**config.mk**
```make
export PLATFORM = sky130hd
export DESIGN_NAME = fakeram_1r1w
export DESIGN_NICKNAME = d
export VERILOG_FILES = /design/src/rtl/fakeram_1r1w.sv
export SDC_FILE = /design/constraint.sdc
export NUM_CORES = 1
export LEC_CHECK = 0
export BUFFER_PORTS_ARGS = -buffer_cell sky130_fd_sc_hd__buf_2
export CAP_MARGIN = 20
export CORE_MARGIN = 2
export CORE_UTILIZATION = 30
export DETAILED_ROUTE_END_ITERATION = 8
export MAX_ROUTING_LAYER = met4
export PLACE_DENSITY = 0.54
export SYNTH_ARGS = -nofsm -noshare
export SYNTH_HDL_FRONTEND = slang
export SYNTH_SLANG_ARGS = --single-unit
export TNS_END_PERCENT = 5
```
**constraint.sdc**
```tcl
create_clock -name clk -period 3.68 [get_ports clk]
set_input_delay 0.368 -clock clk [delete_from_list [all_inputs] [get_ports clk]]
set_output_delay 0.368 -clock clk [all_outputs]
set_load 0.02 [all_outputs]
```
**src/rtl/fakeram_1r1w.sv**
```systemverilog
// ============================================================================
// fakeram_1r1w : behavioural 1R1W synchronous SRAM standing in for a hard macro
//                (registered read, configurable read-during-write).
//                Optional macro FAKERAM_CLEAR_ON_RESET_EN: reset also clears
//                the whole array asynchronously.
// Revision: 1.0
// ============================================================================
`default_nettype none

module fakeram_1r1w #(
   parameter int DATA_WIDTH        = 3,
   parameter int SIZE              = 64,
   parameter int ADDR_WIDTH        = $clog2(SIZE),
   parameter     READ_DURING_WRITE = "NEW_DATA"
) (
   input  logic                  clk,
   input  logic                  reset,
   input  logic                  read_en,
   input  logic [ADDR_WIDTH-1:0] read_addr,
   output logic [DATA_WIDTH-1:0] read_data,
   input  logic                  write_en,
   input  logic [ADDR_WIDTH-1:0] write_addr,
   input  logic [DATA_WIDTH-1:0] write_data
);

   localparam logic [ADDR_WIDTH:0] DEPTH   = (ADDR_WIDTH+1)'(SIZE);
   localparam bit                  RDW_NEW = (READ_DURING_WRITE == "NEW_DATA");
   localparam bit                  RDW_OLD = (READ_DURING_WRITE == "OLD_DATA");

   generate
      if (!RDW_NEW && !RDW_OLD) begin : g_bad_rdw
         $fatal(1, "fakeram_1r1w: READ_DURING_WRITE must be \"NEW_DATA\" or \"OLD_DATA\"");
      end
   endgenerate

   logic [DATA_WIDTH-1:0] mem [SIZE];
   logic                  write_ok;
   logic                  read_ok;
   logic                  rdw_hit;

   // Widen addresses by one bit so the range test also works for power-of-two SIZE.
   assign write_ok = write_en && ({1'b0, write_addr} < DEPTH);
   assign read_ok  = ({1'b0, read_addr} < DEPTH);
   assign rdw_hit  = RDW_NEW && write_ok && (write_addr == read_addr);

`ifdef FAKERAM_CLEAR_ON_RESET_EN
   always_ff @(posedge clk or posedge reset) begin
      if (reset) begin
         for (int i = 0; i < SIZE; i++) begin
            mem[i] <= '0;
         end
      end else if (write_ok) begin
         mem[write_addr] <= write_data;
      end
   end
`else
   always_ff @(posedge clk) begin
      if (write_ok) begin
         mem[write_addr] <= write_data;
      end
   end
`endif

   // OLD_DATA falls out of the non-blocking array read; NEW_DATA needs the bypass.
   always_ff @(posedge clk or posedge reset) begin
      if (reset) begin
         read_data <= '0;
      end else if (read_en) begin
         if (!read_ok) begin
            read_data <= '0;
         end else if (rdw_hit) begin
            read_data <= write_data;
         end else begin
            read_data <= mem[read_addr];
         end
      end
   end

endmodule

`default_nettype wire

```
After elaboration in Yosys (flattened, before gate mapping)
Memories as Yosys holds them, arrays and structs flattened. A register that Yosys moved wholly into a read port is not among the register bits. Index checks and enable logic that the tools add are counted.

Register bits after elaboration: 0. Output and inout bits: 3. Input bits: 19. RAM bits: 192. Memories kept: 1.

Mux-type cells: 2.

Memory list: mem (words 64, bits a word 3, read ports 1, clocked after memory_dff 1, write ports 1, RTL line 36) `logic [DATA_WIDTH-1:0] mem [SIZE];`.

Operator list (count): 1-bit two-way mux (2).

Logic depth before layout (Yosys ltp)
Gate-level depths: netlist (run 1).

Depth after elaboration: 2. Mapped depth: 9. Gate-level depth less buffers: 5.

Least setup slack after synthesis (run 1)
Ideal clock, no wire load.

Path kind: input -> register. Start: input read_addr[0]. End: register read_data[2] (read register of mem). Path buffers: 2. Stages on the path: 7. Data required time: 3542 ps. Arrival: 1788 ps. Slack: 1754 ps. Library setup time: 138 ps. Path through: buf_6 > buf_12 > mux4_2 > a22oi_2 > a31oi_1 > o41ai_1 > a31oi_1.

RTL lines: start: declaration (RTL line 19) `input logic [ADDR_WIDTH-1:0] read_addr,`; end: declaration (RTL line 20) `output logic [DATA_WIDTH-1:0] read_data,`.

==> results of run 1 <==
-- synth_stat cells, types with 2 or more instances --
cell type	number	area [um2]
sky130_fd_sc_hd__a31oi_1	4	25.0
sky130_fd_sc_hd__nor2b_1	8	50.1
sky130_fd_sc_hd__or3b_2	2	17.5
sky130_fd_sc_hd__buf_2	5	25.0
sky130_fd_sc_hd__a21oi_1	2	10.0
sky130_fd_sc_hd__nand3b_1	2	15.0
sky130_fd_sc_hd__mux4_2	29	653
sky130_fd_sc_hd__or3_1	3	18.8
sky130_fd_sc_hd__o41ai_1	2	17.5
sky130_fd_sc_hd__buf_6	5	56.3
sky130_fd_sc_hd__clkbuf_1	13	48.8
sky130_fd_sc_hd__a311oi_1	3	26.3
sky130_fd_sc_hd__nand2_1	19	71.3
sky130_fd_sc_hd__buf_1	4	15.0
sky130_fd_sc_hd__nand2b_1	4	25.0
sky130_fd_sc_hd__mux4_1	7	184
sky130_fd_sc_hd__nand4_1	3	18.8
sky130_fd_sc_hd__nand3_1	15	75.1
sky130_fd_sc_hd__buf_4	2	15.0
sky130_fd_sc_hd__inv_1	5	18.8
sky130_fd_sc_hd__edfxtp_1	192	5770
sky130_fd_sc_hd__a32oi_1	2	17.5
sky130_fd_sc_hd__nor3_1	3	15.0
sky130_fd_sc_hd__nor2_1	71	267
sky130_fd_sc_hd__mux2i_1	35	350
sky130_fd_sc_hd__a22oi_1	14	105
sky130_fd_sc_hd__xnor2_1	5	43.8
sky130_fd_sc_hd__dfrtp_1	3	75.1
-- cells in the final DEF, fill, tap and decap left out, types with 3 or more instances in the layout --
master,Yosys,final
sky130_fd_sc_hd__edfxtp_1,192,192
sky130_fd_sc_hd__nor2_1,71,71
sky130_fd_sc_hd__mux2i_1,35,35
sky130_fd_sc_hd__mux4_2,29,29
sky130_fd_sc_hd__buf_2,5,20
sky130_fd_sc_hd__nand2_1,19,19
sky130_fd_sc_hd__clkbuf_16,0,17
sky130_fd_sc_hd__nand3_1,15,15
sky130_fd_sc_hd__a22oi_1,14,14
sky130_fd_sc_hd__nor2b_1,8,8
sky130_fd_sc_hd__buf_4,2,8
sky130_fd_sc_hd__mux4_1,7,7
sky130_fd_sc_hd__xnor2_1,5,5
sky130_fd_sc_hd__inv_1,5,5
sky130_fd_sc_hd__nand2b_1,4,4
sky130_fd_sc_hd__a31oi_1,4,4
sky130_fd_sc_hd__nand4_1,3,3
sky130_fd_sc_hd__or3_1,3,3
sky130_fd_sc_hd__nor3_1,3,3
sky130_fd_sc_hd__a311oi_1,3,3
sky130_fd_sc_hd__clkinv_2,0,3
sky130_fd_sc_hd__clkinvlp_4,0,3
sky130_fd_sc_hd__bufinv_16,0,3
sky130_fd_sc_hd__dfrtp_1,3,3
-- metal layers --
| layer | track usage [%] | up-vias | wire length [um] |
|---|---|---|---|
| li1 | - | 1905 | - |
| met3 | 3.23 | 11 | 1180 |
| met1 | 18.5 | 2177 | 8350 |
| met4 | 2.89 | 0 | 163 |
| met5 | - | - | 0 |
| met2 | 20.3 | 180 | 8390 |
-- critical path, delay by kind of cell --
kind	cells	cell delay, ps
compound gates	4	770
buf+inv	2	710
mux	1	560
-- registers in the layout, indices dropped and copies added (netlist names) --
| register | count |
|---|---|
| mem | 192 |
| read_data | 3 |
-- final timing paths --
kind / start / to
min in group asynchronous: reset / read_data[1]
max: read_addr[0] / read_data[2]
max reg2reg: mem[33][2] / read_data[2]
max in group asynchronous: reset / read_data[0]
min: write_data[2] / mem[62][2]
min reg2reg: read_data[0] / read_data[0]
-- power by group --
| part | internal [mW] | switching [mW] | total [mW] |
|---|---|---|---|
| clock network | 1.07 | 0.784 | 1.85 |
| logic | 0.100 | 0.175 | 0.276 |
| registers | 2.46 | 0.00819 | 2.47 |
-- cells by family after synthesis --
| logic type | count (synthesis) | share of synthesized area (%) |
|---|---|---|
| xor gates and xnor gates | 6 | 0.647 |
| and+or+nand+nor | 132 | 7.21 |
| muxes | 71 | 14.6 |
| DFF | 195 | 71.9 |
| AOI/OAI and AO/OA | 33 | 3.19 |
| buffers and inverters | 35 | 2.45 |
-- layout make-up --
| class | instances | area (um2) | area share [%] |
|---|---|---|---|
| multi-input cells | 242 | 2080 | 22.7 |
| flip-flops and latches | 195 | 5840 | 63.7 |
| well taps | 341 | 427 | 4.65 |
| clock inverters | 13 | 158 | 1.72 |
| repair buffers | 31 | 210 | 2.29 |
| clock buffers | 19 | 433 | 4.72 |
| diodes | 1 | 2.50 | 0.0273 |
| inverters | 5 | 18.8 | 0.205 |
==> flow_summary.yaml, run 1 <==
global_routing:
  antenna_found_initial: 1
  grt_use_total_pct: 13.4
  grt_first_pass_wirelength_um: 27000
  grt_max_degree: 66
  grt_pass1_vias: 4332
  grt.overflow.total: 0
detailed_routing:
  drt_drc_violations_left: 0
  route.vias.total: 4273
  post_drt_wl_per_cell_um: 21.3
  route.detailed.vias_per_inst: 5.04
  ant_nets_after_route: 0
  drt_pass1_iterations: 5
  drt_wl_total_um: 18100
  detailedRoute.firstIterationViolations: 424
timing:
  final_min_period_over_clock_period_pct: 58.4
  achievable-frequency_mhz: 465
  hold_ws_ps: 230
  final_max_slew_viol_count: 0
  finalHoldViolations: 0
  aggregate_negative_setup_slack_ps: 0
  post_layout_min_period_ps: 2150
  timing.slew.headroom_pct: 40.3
  max_slew.worst_pin.slew_ps: 895
  worst_clock_skew_ps: 14.9
  setup_viol: 0
  setup_slack_ps: 1530
  rsz_0062_raised_after_global_routing: "no"
floorplanning:
  ioPinCount: 22
  die-area_um2: 28400
  core_area_um2: 26800
  fp-row-count: 60
  horiz_die_dim_um: 169
  initial_utilization_pct: 30.3
  fp.dieH_um: 169
synth:
  ys_async_sr_fraction_pct: 1.54
  postSynthAreaPerCell_um2: 17.2
  syn_area_um2: 8120
  postSynthRegisterBits: 195
  synth.net_count: 491
  postSynthCellCount: 472
  synth_flop_cell: "sky130_fd_sc_hd__edfxtp_1"
  yosysWarningCount: 0
  yosys.cell_types.count: 38
  synth_edf_count: 192
  ys_seq_area_share_pct: 71.9
layout:
  fillers: 2474
  areaGrowthSynthToFinish_pct: 12.9
  instances_no_fill: 847
  utilization_pct: 34.2
  final_nets: 511
  layout_cell_share_with_drive_strength_beyond_1_pct: 18.0
  final_area_um2: 9170
placement:
  dpl-instance-area_um2: 8530
  place_inst: 811
  post_detailed_placement_half_perimeter_wirelength_um: 12000
  routabilityCongestion: 0.830
  place.port_buffers: 21
  dp_slack_ps: 1080
power_and_ir_drop:
  power_mw: 4.59
  irDropWorstVdd_uv: 276
  pwr_density_cell_nw_per_um2: 501
  power.leakage_nw: 2.91
job:
  cap_violations: 0
clocking:
  insertion_delay_of_the_later_clocked_pin_in_the_worst_skew_pair_ps: 420
  worst_setup_hold_path_clk_slew_ps: 60
  cts.hold.buffers_added: 1
  cts_resized: 0
  clk_root_buffer_cell: "sky130_fd_sc_hd__clkbuf_16"
  cts_max_path_buffers: 2
  clock_buffer_count_from_cts: 17
  numClockSinks: 195
  cts_post_setup_buffers_inserted: 0
  cts-htree-levels: 4
  clock_tree_from_tritoncts: "built"
worst_setup_path:
  crit_top_cell: "sky130_fd_sc_hd__buf_4"
  critPathKind: "in -> reg"
  cp_cell_sequence: "buf_4 -> buf_4 -> mux4_1 -> a22oi_1 -> a311oi_1 -> o41ai_1 -> a31oi_1"
  timing.critical_path.to_type: "register"
  worst-r2r-setup-slack_ps: 1850
  timing.critical_path.required_ps: 3970
  max_stage_delay_ps: 560
  critPathLaunchType: "primary input"
  crit_path_max_fanout: 25
  crit_path_top_delay_cell: "sky130_fd_sc_hd__mux4_1"
  worst_ep_arrival_time_ps: 2440
  worst_r2r_path_depth: 5
status:
  outcome: "finished clean"
min_path:
  whs_path_depth: 1
  hold_path_class: "in -> reg"
No activity file was read; power rests on OpenSTA's default activity.
==> run 2, diff against run 1 <==
--- a/config.mk
+++ b/config.mk
@@ -11,7 +11,7 @@
 export CORE_UTILIZATION = 30
 export DETAILED_ROUTE_END_ITERATION = 8
 export MAX_ROUTING_LAYER = met4
-export PLACE_DENSITY = 0.54
+export PLACE_DENSITY = 0.56
 export SYNTH_ARGS = -nofsm -noshare
 export SYNTH_HDL_FRONTEND = slang
 export SYNTH_SLANG_ARGS = --single-unit
==> constraint.sdc (replaced) <==
create_clock -name clk -period 1.8 [get_ports clk]
set_input_delay 0.18 -clock clk [delete_from_list [all_inputs] [get_ports clk]]
set_output_delay 0.18 -clock clk [all_outputs]
set_load 0.02 [all_outputs]
==> run 2 against run 1 <==
Largest cell class unchanged; largest power group unchanged; die area unchanged; clock power up 100%; register-to-register slack worse by 1800 ps; utilization rose by 2.8 points; power increased by 110%; worst hold slack worse by 150 ps; highest routed layer unchanged; sequential cell count is the same; via count is 8.2% higher; wire length rose by 5.9%.
==> flow_summary.yaml, run 2 (synthesis results as in run 1) <==
worst_setup_path:
  reg2reg_from: "mem[3][2]"
  worst_ep_arrival_time_ps: 2080
  critPathKind: "reg -> reg"
  crit_path_top_delay_cell: "sky130_fd_sc_hd__mux4_1"
  timing.critical_path.required_ps: 2100
  worst-r2r-setup-slack_ps: 20
  crit_path_max_fanout: 1
  critPathLaunchType: "register"
  cp_cell_sequence: "mux4_1 -> a22oi_1 -> a311oi_1 -> o41ai_1 -> a31oi_1"
  critical_path.reg2reg.endpoint: "read_data[2]"
  max_stage_delay_ps: 520
  worst_r2r_path_depth: 5
  timing.critical_path.to_type: "register"
power_and_ir_drop:
  pwr_density_cell_nw_per_um2: 953
  irDropWorstVdd_uv: 480
  power.share.clock_pct: 39.5
  power.leakage_nw: 3.37
  total_switching_power_mw: 2.06
  power_mw: 9.45
  comb_power_share_pct: 7.1
  internal_cell_power_mw: 7.38
  swShare_pct: 21.8
  power.sequential.fraction_pct: 53.4
timing:
  final_min_period_over_clock_period_pct: 98.8
  post_layout_min_period_ps: 1780
  setup_slack_ps: 21.5
  timing.slew.headroom_pct: 52.4
  final_max_slew_viol_count: 0
  achievable-frequency_mhz: 562
  finalHoldViolations: 0
  worst_clock_skew_ps: 6.91
  setup_viol: 0
  max_slew.worst_pin.slew_ps: 713
  rsz_0062_raised_after_global_routing: "yes"
detailed_routing:
  drt_drc_violations_left: 0
  drt_wl_total_um: 19100
  ant_nets_after_route: 0
  route.vias.total: 4623
  detailedRoute.firstIterationViolations: 419
  post_drt_wl_per_cell_um: 20.5
  drt_pass1_iterations: 4
  route.detailed.vias_per_inst: 4.95
clocking:
  worst_setup_hold_path_clk_slew_ps: 70
  cts_post_setup_buffers_inserted: 0
  numClockSinks: 195
  insertion_delay_of_the_later_clocked_pin_in_the_worst_skew_pair_ps: 430
  clock_buffer_count_from_cts: 17
  clk_root_buffer_cell: "sky130_fd_sc_hd__clkbuf_16"
  clock_tree_from_tritoncts: "built"
  cts_max_path_buffers: 2
  cts-htree-levels: 4
placement:
  place.port_buffers: 21
  post_detailed_placement_half_perimeter_wirelength_um: 14000
  dp_slack_ps: -341
  routabilityCongestion: 0.811
floorplanning:
  initial_utilization_pct: 30.3
  ioPinCount: 22
  core_area_um2: 26800
  fp.dieH_um: 169
  fp-row-count: 60
  horiz_die_dim_um: 169
  die-area_um2: 28400
layout:
  number_of_flip_flops_in_the_largest_register: 192
  max_flop_register: "mem"
  fillers: 2465
  final_common_cell: "sky130_fd_sc_hd__edfxtp_1"
  antenna_cells_inserted: 0
  final_cell_mix: "192 x sky130_fd_sc_hd__edfxtp_1, 91 x sky130_fd_sc_hd__buf_4, 71 x sky130_fd_sc_hd__nor2_1"
  final_nets: 599
  layout_cell_share_with_drive_strength_beyond_1_pct: 30.9
  areaGrowthSynthToFinish_pct: 22.0
  leading_registers_by_flop_count: "mem x192, read_data x3"
min_path:
  whs_path_depth: 2
  min_from: "read_en"
  worst_hold_end: "read_data[2]"
  hold_path_class: "in -> reg"
global_routing:
  met1_usage_pct: 19.4
  grtUsageMet2_pct: 22.4
  globalRouteMet3Util_pct: 3.13
  grt_first_pass_wirelength_um: 28900
  grt.overflow.total: 0
  grt_use_total_pct: 14.3
  grt_max_degree: 65
  grt-busiest-layer: "met2"
  grt_pass1_vias: 4842
  antenna_found_initial: 0
job:
  cap_violations: 0
status:
  outcome: "finished clean"
[run 2: cell count changes in the layout (fill, tap and decap cells not counted), sizes merged]
cell / change
clkbuf: -1
bufinv: -1
buf: +88
diode: -1
clkinvlp: -1
inv: +2
clkinv: +1
[run 2: cell type report]
cell class / count / area [um2] / share of cell area, %
tap: 341 / 427 / 4.30
clock inverter: 14 / 155 / 1.57
inverter: 5 / 18.8 / 0.189
sequential: 195 / 5840 / 58.9
multi-input combinational: 242 / 2110 / 21.3
timing repair buffer: 119 / 933 / 9.42
clock buffer: 18 / 429 / 4.33
[run 2: how the worst max path moves through the flow]
stage	slack, ps	from	to	cells after the start
4_1_cts	20	mem[43][2]	read_data[2]	5
2_1_floorplan	60	read_addr[0]	read_data[2]	7
3_3_place_gp	-330	read_addr[0]	read_data[0]	9
5_1_grt	-30	mem[43][2]	read_data[2]	5
6_report	20	mem[3][2]	read_data[2]	5
3_5_place_dp	-340	read_addr[0]	read_data[0]	9
[run 2: power by group through the flow]
stage	logic [mW]	registers, mW	clock network (mW)
after floorplan	0.341	5.15	0
after global placement	0.653	5.14	0
after detailed placement	0.663	5.14	0
after CTS	0.672	5.04	3.81
after global routing	0.722	5.04	3.99
final	0.673	5.05	3.73
[run 2: through the flow]
step | hold WS [ps] | cells | TNS (ps) | util (%) | area (um2)
3_5_place_dp | 105 | 901 | -820 | 34.7 | 9290
6_report | 81.5 | 934 | 0 | 37.0 | 9910
2_1_floorplan | -66.4 | 472 | 0 | - | 8120
4_1_cts | 52.8 | 934 | 0 | 36.9 | 9900
3_3_place_gp | 99.7 | 901 | -767 | 34.7 | 9290
5_1_grt | 58.4 | 934 | -41.1 | 37.0 | 9910
[run 2: timing repair]
item                                    in CTS  in global routing
hold buffers                                 1                  0
pin swaps                                    1                  1
gates resized for setup                      3                  3
hold endpoints to repair                     3                  0
endpoints found under the setup margin       2                  3
[run 2: worst max-delay path: cells and delay by family (launching register included)]
kind	cells	cell delay (ps)
flip-flops	1	390
multiplexers	1	520
AO/OA/AOI/OAI	4	750
[run 2: per-layer routing]
metal,up-vias,wire (um)
met4,0,75
met5,-,0
met2,159,9200
met3,9,1070
li1,2081,-
met1,2374,8800
==> run 3, diff against run 2 <==
--- a/config.mk
+++ b/config.mk
@@ -12,6 +12,7 @@
 export DETAILED_ROUTE_END_ITERATION = 8
 export MAX_ROUTING_LAYER = met4
 export PLACE_DENSITY = 0.56
+export SETUP_SLACK_MARGIN = 0.2
 export SYNTH_ARGS = -nofsm -noshare
 export SYNTH_HDL_FRONTEND = slang
 export SYNTH_SLANG_ARGS = --single-unit
==> run 3 against run 2 <==
The flow now finishes with violations (negative setup slack); via count shrank 1.5%; first-iteration DRC count shrank 0.72%; final area shrank 1.5%; power shrank 1.9%; cell count shrank 1.8%; clock power shrank 5%; global-route usage shrank 0.11 points; utilization shrank 0.54 points; clock skew grew 3.0 ps; largest power group unchanged.
==> flow_summary.yaml, run 3 (synthesis results as in run 1) <==
placement:
  place.port_buffers: 21
  post_detailed_placement_half_perimeter_wirelength_um: 13400
  dpl-instance-area_um2: 9170
  routabilityCongestion: 0.916
  dp_slack_ps: -306
clocking:
  worst_setup_hold_path_clk_slew_ps: 70
  clk_root_buffer_cell: "sky130_fd_sc_hd__clkbuf_16"
  clock_tree_from_tritoncts: "built"
  insertion_delay_of_the_later_clocked_pin_in_the_worst_skew_pair_ps: 430
  numClockSinks: 195
  clock_buffer_count_from_cts: 17
  cts_max_path_buffers: 2
  cts-htree-levels: 4
global_routing:
  grt.overflow.total: 0
  grt_max_degree: 41
  grt_pass1_vias: 4680
  grt_use_total_pct: 14.2
  antenna_found_initial: 0
  grt_first_pass_wirelength_um: 28600
detailed_routing:
  route.vias.total: 4553
  drt_wl_total_um: 18600
  detailedRoute.firstIterationViolations: 416
  drt_pass1_iterations: 5
  route.detailed.vias_per_inst: 4.97
  drt_drc_violations_left: 0
  ant_nets_after_route: 0
  post_drt_wl_per_cell_um: 20.3
job:
  cap_violations: 0
worst_setup_path:
  crit_top_cell: "sky130_fd_sc_hd__mux4_2"
  cp-startpoint: "mem[61][1]"
  reg2reg_from: "mem[61][1]"
  worst-r2r-setup-slack_ps: -10
  worst_r2r_path_depth: 5
  worst-path-buf-inv: 0
  worst_ep_arrival_time_ps: 2130
  cp_cell_sequence: "mux4_2 -> mux2i_2 -> mux4_2 -> nand2_2 -> a41o_1"
  timing.critical_path.to_type: "register"
  crit_path_max_fanout: 1
  timing.critical_path.required_ps: 2120
  critPathCapture: "read_data[1]"
  critPathKind: "reg -> reg"
  timing.critical_path.depth: 5
  max_stage_delay_ps: 500
  critPathLaunchType: "register"
  critical_path.reg2reg.endpoint: "read_data[1]"
  crit_path_top_delay_cell: "sky130_fd_sc_hd__mux4_2"
  timing.critical_path.max_delay_family: "multiplexers"
layout:
  max_flop_register: "mem"
  final_nets: 582
  final_cell_mix: "192 x sky130_fd_sc_hd__edfxtp_1, 73 x sky130_fd_sc_hd__buf_4, 71 x sky130_fd_sc_hd__nor2_1"
  final_common_cell: "sky130_fd_sc_hd__edfxtp_1"
  number_of_flip_flops_in_the_largest_register: 192
  areaGrowthSynthToFinish_pct: 20.3
  layout_cell_share_with_drive_strength_beyond_1_pct: 30.0
  antenna_cells_inserted: 0
  leading_registers_by_flop_count: "mem x192, read_data x3"
  final_area_um2: 9770
  utilization_pct: 36.5
timing:
  setup_viol: 1
  aggregate_negative_setup_slack_ps: -12.0
  finalHoldViolations: 0
  setup_slack_ps: -12.0
  post_layout_min_period_ps: 1810
  rsz_0062_raised_after_global_routing: "yes"
  final_max_slew_viol_count: 0
  max_slew.worst_pin.slew_ps: 783
  worst_clock_skew_ps: 9.91
  achievable-frequency_mhz: 552
  timing.slew.headroom_pct: 47.8
  final_min_period_over_clock_period_pct: 101
min_path:
  hold_path_class: "in -> reg"
power_and_ir_drop:
  internal_cell_power_mw: 7.23
  pwr_density_cell_nw_per_um2: 948
  power_mw: 9.27
  comb_power_share_pct: 7.3
  power.leakage_nw: 3.26
  irDropWorstVdd_uv: 482
  power.share.clock_pct: 38.3
  total_switching_power_mw: 2.03
  swShare_pct: 21.9
  power.sequential.fraction_pct: 54.4
floorplanning:
  core_area_um2: 26800
  fp-row-count: 60
  horiz_die_dim_um: 169
  fp.dieH_um: 169
  die-area_um2: 28400
  ioPinCount: 22
  initial_utilization_pct: 30.3
status:
  outcome: "finished, violations left"
  violations: "negative setup slack"
run 3: worst min-delay path by stage:
stage	endpoint	from	cells after the start
finish	read_data[2]	read_en	2
detailed placement	read_data[0]	reset	2
global route	read_data[2]	read_en	2
floorplan	read_data[0]	reset	1
CTS	read_data[2]	read_en	2
global placement	read_data[1]	reset	2
run 3: per-stage QoR:
stage	cells	hold slack, ps
final	917	93.0
after CTS	917	68.4
after global placement	884	75.8
after global routing	917	86.1
after detailed placement	884	79.5
after floorplan	472	-66.4
run 3: worst register-to-register path, cell delays in order (launching register included):
cell,delay [ps]
sky130_fd_sc_hd__edfxtp_1,380
sky130_fd_sc_hd__mux4_2,500
sky130_fd_sc_hd__mux2i_2,210
sky130_fd_sc_hd__mux4_2,310
sky130_fd_sc_hd__nand2_2,70
sky130_fd_sc_hd__a41o_1,230
run 3: per-layer routing:
layer	up-vias	track usage [%]	part of all wire (%)
li1	2045	-	-
met1	2319	19.0	46
met2	165	21.1	46
met3	24	3.90	6.4
met4	0	4.16	1.8
met5	-	-	0
run 3: power groups by stage:
stage / logic [mW] / registers [mW] / clock network, mW
final: 0.674 / 5.04 / 3.55
after global routing: 0.729 / 5.04 / 3.80
after CTS: 0.671 / 5.04 / 3.62
after detailed placement: 0.662 / 5.14 / 0
after global placement: 0.651 / 5.14 / 0
after floorplan: 0.343 / 5.15 / 0
run 3: layout make-up:
class	count	area, um2
clock buffers	18	429
clock inverters	14	126
fillers	2432	17000
inverters	5	18.8
multi-input cells	242	2110
flip-flops and latches	195	5840
well taps	341	427
repair buffers	102	818
run 3: what timing repair did:
item | in CTS | in global routing
pin swaps | 7 | 3
endpoints found under the hold margin | 3 | 0
resized for setup | 5 | 4
endpoints found under the setup margin | 3 | 3
hold buffers | 1 | 0
setup buffers | 0 | 0
